==> src/rtl/axi_wr_burst_sched.sv <==
// Splits one linear write command into page-safe INCR bursts of at most MAX_BURST
// 32-byte beats and sequences them through the write core one at a time.
module axi_wr_burst_sched #(
  parameter int ASIZE     = 32,
  parameter int LSIZE     = 10,
  parameter int CSIZE     = 24,
  parameter int MAX_BURST = 64
) (
  input  logic             axi_aclk,
  input  logic             axi_resetn,
  input  logic             cmd_valid,
  output logic             cmd_ready,
  input  logic [ASIZE-1:0] cmd_addr,
  input  logic [CSIZE-1:0] cmd_beats,
  output logic             busy,
  output logic             xfer_done,
  output logic             xfer_err,
  output logic [ASIZE-1:0] err_addr,
  output logic             write_req,
  output logic [LSIZE-1:0] req_len,
  output logic [ASIZE-1:0] req_addr,
  input  logic             req_resp,
  input  logic             req_done,
  input  logic             core_pend
);

  typedef enum logic [2:0] {IDLE, CALC, REQ, WAIT, FIN} state_t;

  state_t           state;
  logic [ASIZE-1:0] addr;
  logic [CSIZE-1:0] rem;
  logic             core_pend_d;

  // Burst length limited by remaining beats, MAX_BURST and beats left in the 4 KB page.
  function automatic logic [LSIZE-1:0] burst_len(input logic [6:0]       pg_off,
                                                 input logic [CSIZE-1:0] r);
    logic [7:0]       page;
    logic [CSIZE-1:0] lim;
    page = 8'd128 - {1'b0, pg_off};
    lim  = r;
    if (lim > CSIZE'(MAX_BURST)) lim = CSIZE'(MAX_BURST);
    if (lim > CSIZE'(page))      lim = CSIZE'(page);
    return LSIZE'(lim);
  endfunction

  always_ff @(posedge axi_aclk) begin
    if (!axi_resetn) begin
      state       <= IDLE;
      cmd_ready   <= 1'b1;
      busy        <= 1'b0;
      write_req   <= 1'b0;
      xfer_done   <= 1'b0;
      xfer_err    <= 1'b0;
      req_len     <= '0;
      req_addr    <= '0;
      err_addr    <= '0;
      rem         <= '0;
      addr        <= '0;
      core_pend_d <= 1'b0;
    end else begin
      core_pend_d <= core_pend;
      xfer_done   <= 1'b0;
      xfer_err    <= 1'b0;
      case (state)
        IDLE: begin
          if (cmd_valid) begin
            addr      <= cmd_addr & ~ASIZE'(31);
            rem       <= cmd_beats;
            cmd_ready <= 1'b0;
            busy      <= 1'b1;
            state     <= CALC;
          end
        end
        CALC: begin
          if (rem == '0) begin
            xfer_done <= 1'b1;
            state     <= FIN;
          end else begin
            req_len   <= burst_len(addr[11:5], rem);
            req_addr  <= addr;
            write_req <= 1'b1;
            state     <= REQ;
          end
        end
        REQ: begin
          if (req_resp) begin
            write_req <= 1'b0;
            state     <= WAIT;
          end
        end
        WAIT: begin
          // A completed burst wins over a coincident core_pend fall.
          if (req_done) begin
            addr <= addr + (ASIZE'(req_len) << 5);
            rem  <= rem - CSIZE'(req_len);
            if (rem == CSIZE'(req_len)) begin
              xfer_done <= 1'b1;
              state     <= FIN;
            end else begin
              state <= CALC;
            end
          end else if (core_pend_d && !core_pend) begin
            xfer_err  <= 1'b1;
            err_addr  <= req_addr;
            cmd_ready <= 1'b1;
            busy      <= 1'b0;
            state     <= IDLE;
          end
        end
        FIN: begin
          cmd_ready <= 1'b1;
          busy      <= 1'b0;
          state     <= IDLE;
        end
        default: begin
          cmd_ready <= 1'b1;
          busy      <= 1'b0;
          write_req <= 1'b0;
          state     <= IDLE;
        end
      endcase
    end
  end

endmodule

==> config.mk <==
export PLATFORM = sky130hd
export DESIGN_NAME = axi_wr_burst_sched
export DESIGN_NICKNAME = d
export VERILOG_FILES = /design/src/rtl/axi_wr_burst_sched.sv
export SDC_FILE = /design/constraint.sdc
export NUM_CORES = 1
export LEC_CHECK = 0
export ABC_AREA = 1
export BUFFER_PORTS_ARGS = -buffer_cell sky130_fd_sc_hd__buf_2
export CAP_MARGIN = 10
export CORE_MARGIN = 8
export CORE_UTILIZATION = 35
export CTS_CLUSTER_DIAMETER = 60
export DETAILED_ROUTE_END_ITERATION = 6
export PLACE_DENSITY = 0.5
export REMOVE_ABC_BUFFERS = 1
export SYNTH_ARGS = -nofsm -noshare
export SYNTH_HDL_FRONTEND = slang
export SYNTH_SLANG_ARGS = --single-unit
==> constraint.sdc <==
create_clock -name axi_aclk -period 2.8 [get_ports axi_aclk]
set_input_delay 0.56 -clock axi_aclk [delete_from_list [all_inputs] [get_ports axi_aclk]]
set_output_delay 0.56 -clock axi_aclk [all_outputs]
set_load 0.01 [all_outputs]
[Word level (Yosys, flattened, before mapping)]
Index checks and enable logic that the tools add are counted.
Operators by class
  add/sub/neg operators: 3
  multiply operators: 0
  div/mod/pow operators: 0
  $lt $le $gt $ge: 2
  eq/ne operators: 12
  shift operators: 0
  muxes and demuxes: 34
  bitwise operators: 6
  reductions and logical operators: 14
Operators by type and width (count)
  $mux 24: 6
  $mux 32: 2
  $pmux 32 s2: 1
  $pmux 24 s2: 1
  $add 32x15->32: 1
  $eq 24x10->1: 1
  $gt 24x7->1 const B: 1
  $gt 24x8->1: 1
  $logic_not 24->1: 1
  $sub 24x10->24: 1
  $mux 3: 6
  $mux 1: 12
  $ne 2x2->1 const B: 6
  $pmux 3 s4: 1
  $reduce_and 3->1: 4
  $mux 10: 1
  $pmux 1 s3: 3
  $sub 8x7->8 const A: 1
  $eq 3x2->1 const B: 2
  $not 1->1: 6
  $reduce_or 3->1: 2
  $reduce_and 4->1: 1
  $eq 3x1->1 const B: 1
  $eq 3x3->1 const B: 1
  8 further kinds: 8
Storage, ports and cells
  bits in registers: 139
  latch bits: 0
  RAM bits: 0
  ROM bits: 0
  bits of input ports: 62
  output and inout port bits: 79
  memories: 0

[Logic depth before layout (Yosys ltp)]
  depth after elaboration: 7
  mapped depth: 21
  gate-level depth less buffers: 20

[Least setup slack after synthesis]
OpenSTA, ideal clock, no wires.
  path kind: reg2reg
  start: reg rem[15]
  end: reg req_len[0]
  library setup time: 109 ps
  arrival time: 2351 ps
  required time: 2691 ps
  setup slack: 340 ps
  stages on the path, launching flop included: 20
  path buffers: 1
  clock period less this slack: 2460 ps
  path through: dfxtp_1 > inv_2 > nand2_2 > nor2_4 > nand2_2 > nor3_4 > nand2_1 > nor2_1 > ha_1 > a21oi_1 > o21ai_0 > nand2_1 > nand2_1 > nand2_1 > clkbuf_1 > inv_1 > nand2_1 > nand3_1 > nand2_1 > inv_1
On the way
  word-level cells in the longest chain between the ends: 7
  elaborated cells between the ends (all ways): 10
RTL lines
  start: declaration: line 31  | logic [CSIZE-1:0] rem;
  start signal: assignment: line 68  | rem <= cmd_beats;
  start signal: assignment: line 95  | rem <= rem - CSIZE'(req_len);
  $gt 24x7->1: line 41  | if (lim > CSIZE'(MAX_BURST)) lim = CSIZE'(MAX_BURST);
  $mux 24: line 41
  $mux 24: line 75  | if (rem == '0) begin
  $mux 24: line 64  | case (state)
  $mux 24: line 47  | if (!axi_resetn) begin
  $gt 24x8->1: line 42  | if (lim > CSIZE'(page)) lim = CSIZE'(page);
  $mux 10: line 42
  end signal: assignment: line 79  | req_len <= burst_len(addr[11:5], rem);
  end: declaration: line 20  | output logic [LSIZE-1:0] req_len,
Parallel ways exist; a longest one is shown, timed or not. The select of a mux whose other input is x is not followed.
A chain may end at the register's enable or synchronous reset.

[Worst setup path in the final report]
  start: reg rem[16]
  end: reg req_len[5]
Same word-level chain as after synthesis.

==> impl_metrics.ini <==
[floorplan]
die_h_um = 165
die_area_mm2 = 0.0271
rows = 54
start_util_pct = 35.5
io_pins = 141
core_area_mm2 = 0.0218
die_x_um = 165

[drt]
drt-initial-drc-count = 366
final_antenna_net_count = 0
remaining_drc_errors = 0
vias_per_cell = 4.71
vias = 7751
wl_mm = 22.8
firstDrtPassIters = 5
wire_per_inst_um = 13.9

[finish]
area_growth_syn_to_layout_pct = 18.9
drive_gt1_share_pct = 15.7
post-route-util_pct = 42.2
n_antenna_cell = 0
fin_nets = 1444
n_fill_cell = 2469

[pwr]
power.internal_uw = 4480
ir_worst_vdd_v = 0.000313
switchingPower_uw = 3140
pwr-share-clk_pct = 29.1
powerDensity_mw_per_mm2 = 830
pwr-share-comb_pct = 40.0
netSwitchingFraction_pct = 41.2
p_leak_uw = 0.00432
p_seq_share_pct = 31.0

[timing]
timing.setup.tns_ns = 0
finalHoldViolCount = 0
drv_slew = 0
max_slew_margin_pct = 47.9
setup_viol = 0
skew_ns = 0.0134
rsz0062_at_grt = true
finalCritPeriodShare_pct = 90.5
worstMarginPinSlew_ns = 0.777
worst_slack_ns = 0.265
hold_slack_ns = 0.340
fmaxAchievable_mhz = 394
fin_crit_ns = 2.54

[clock_tree]
insertion_delay_ns = 0.42
htreeDepth = 4
cts_tree = yes
cts.sinks = 124
clockRootBuffer = clkbuf_16
clockBufferDepth = 2
cts_made_buffers = 17
cts.reportedPaths.clkPinSlew_ns = 0.06

[synthesis]
synth_top_area_share_pct = 32.2
synth_warnings = 0
syn-instance-count = 1232
synth_seq_cells = 124
synthArstFlopShare_pct = 0
synth_common_cells = nand2_1 (286), nor2_1 (249), dfxtp_1 (124), inv_1 (120), a21oi_1 (89)
synth-seq-area-share_pct = 32.2
syn_area_mm2 = 0.00772
synthFlopType = dfxtp_1
synth_edf_count = 0
synth_cell_types = 44
synth.largest_area_cell = dfxtp_1
avgSynthCellArea_um2 = 6.27
synth.area.top_cells = dfxtp_1 (32%), nand2_1 (14%), nor2_1 (12%)
synth_most_common_cell = nand2_1

[critical_path]
cp-end-kind = flop
cp-start-kind = flop
crit_type = reg2reg
worstPathMaxFanout = 10
cp_data_required_time_ns = 3.16
arrival_ns = 2.90
r2r_cells = 19
ff2ff_setup_slack_ns = 0.26

[grt]
grt_pass1_wl_mm = 37.2
antenna_found_initial = 0
grtUsageMet1_pct = 21.3
grt.busiest_layer = met2
met3_usage_pct = 3.29
grt_overflow = 0
met2_usage_pct = 29.6
grt_max_degree = 77
grt_usage_pct = 17.1
grt_pass1_vias = 7313

[flow_run]
drv_cap = 0

[placed_design]
routabilityCongestion = 0.875
port_buffers = 125
post-place-ws_ns = 0.0188
dpl.hpwl_mm = 16.9

[outcome]
status = finished, final reports clean

[hold_path]
hold_path_depth = 3
hold_path.class = in2reg
worst paths after layout:
path | start | to
worst max-delay path | rem[16]$_SDFFE_PN0P_ | req_len[5]$_SDFFE_PN0P_
worst min-delay path | core_pend | core_pend_d$_SDFF_PN0_
worst max register to register | rem[16]$_SDFFE_PN0P_ | req_len[5]$_SDFFE_PN0P_
worst min register to register | busy$_SDFFE_PN0P_ | busy$_SDFFE_PN0P_
registers in the layout (all words and copies together) (netlist names):
name,cells
addr,27
err_addr,27
req_addr,27
rem,24
req_len,10
state,3
busy,1
cmd_ready,1
core_pend_d,1
write_req,1
xfer_done,1
xfer_err,1
worst max-delay path, cell delays in order (launching register included):
cell,delay [ns]
dfxtp_1,0.32
inv_1,0.09
nand2_1,0.07
nor2_1,0.15
nand3_2,0.14
nor3_4,0.24
nand2_2,0.15
nor2_2,0.13
inv_1,0.05
ha_1,0.17
inv_1,0.05
a21oi_1,0.05
o21ai_0,0.15
nand2_1,0.07
nand2_1,0.10
nand2_4,0.09
or2_2,0.29
nand3_2,0.07
nand2_1,0.05
inv_1,0.04
area by class of cell:
type                            instances  area (µm²)  area share, %
Inverter                              129         487           5.30
Clock inverter                         15         164           1.79
Timing Repair Buffer                  146         783           8.53
Sequential cell                       124        2480           27.0
Clock buffer                           17         425           4.63
Multi-Input combinational cell        933        4490           48.9
Tap cell                              280         350           3.82
layout by cell type (no fill, tap or decap), drive strengths merged, types with 8 or more instances in the layout:
cell / synthesis / routed
nand2: 289 / 289
nor2: 254 / 254
buf: 31 / 146
inv: 128 / 133
dfxtp: 124 / 124
o21ai: 96 / 96
a21oi: 89 / 89
nand3: 78 / 78
ha: 29 / 29
clkbuf: 25 / 17
nor3: 15 / 15
nand4: 14 / 14
xor2: 11 / 11
conb: 1 / 11
nand3b: 11 / 11
or2: 8 / 8
power by group through the flow:
stage               Clock, µW  Combinational, µW  Sequential, µW
detailed placement          0               3040            2400
CTS                      2280               3060            2360
global route             2360               3520            2410
floorplan                   0               2120            2370
global placement            0               3030            2390
finish                   2220               3040            2360
cells by family (layout without fill, tap and decap cells):
kind of cell	after synthesis	count (layout)	share of synthesized area (%)
AND/OR/NAND/NOR	679	679	37.1
XOR/XNOR	14	14	1.59
buffers and inverters	185	307	10.5
flip-flops	124	124	32.2
other	1	11	0.0486
adder cells (fa/ha/maj)	31	31	5.22
AO/OA/AOI/OAI	198	198	13.4
metrics by stage:
step	power (µW)	instance area (µm²)	instances
final	7620	9180	1644
after global routing	8280	9180	1644
after CTS	7700	9150	1643
after detailed placement	5440	8560	1611
after global placement	5430	8560	1611
after floorplan	4490	7430	1186
repair_timing:
| action | in CTS | in global routing |
|---|---|---|
| setup endpoints to repair | 1 | 8 |
| buffers inserted | 0 | 1 |
| pin swaps | 0 | 2 |
| gates resized for setup | 1 | 7 |
| hold buffers | 0 | 0 |
metal layers:
metal | wire [µm] | vias to the layer above
met5 | 0 | -
met4 | 266 | 0
met3 | 1200 | 19
met2 | 10900 | 147
met1 | 10500 | 3415
li1 | - | 4170
Power figures use the tool's default switching activity.
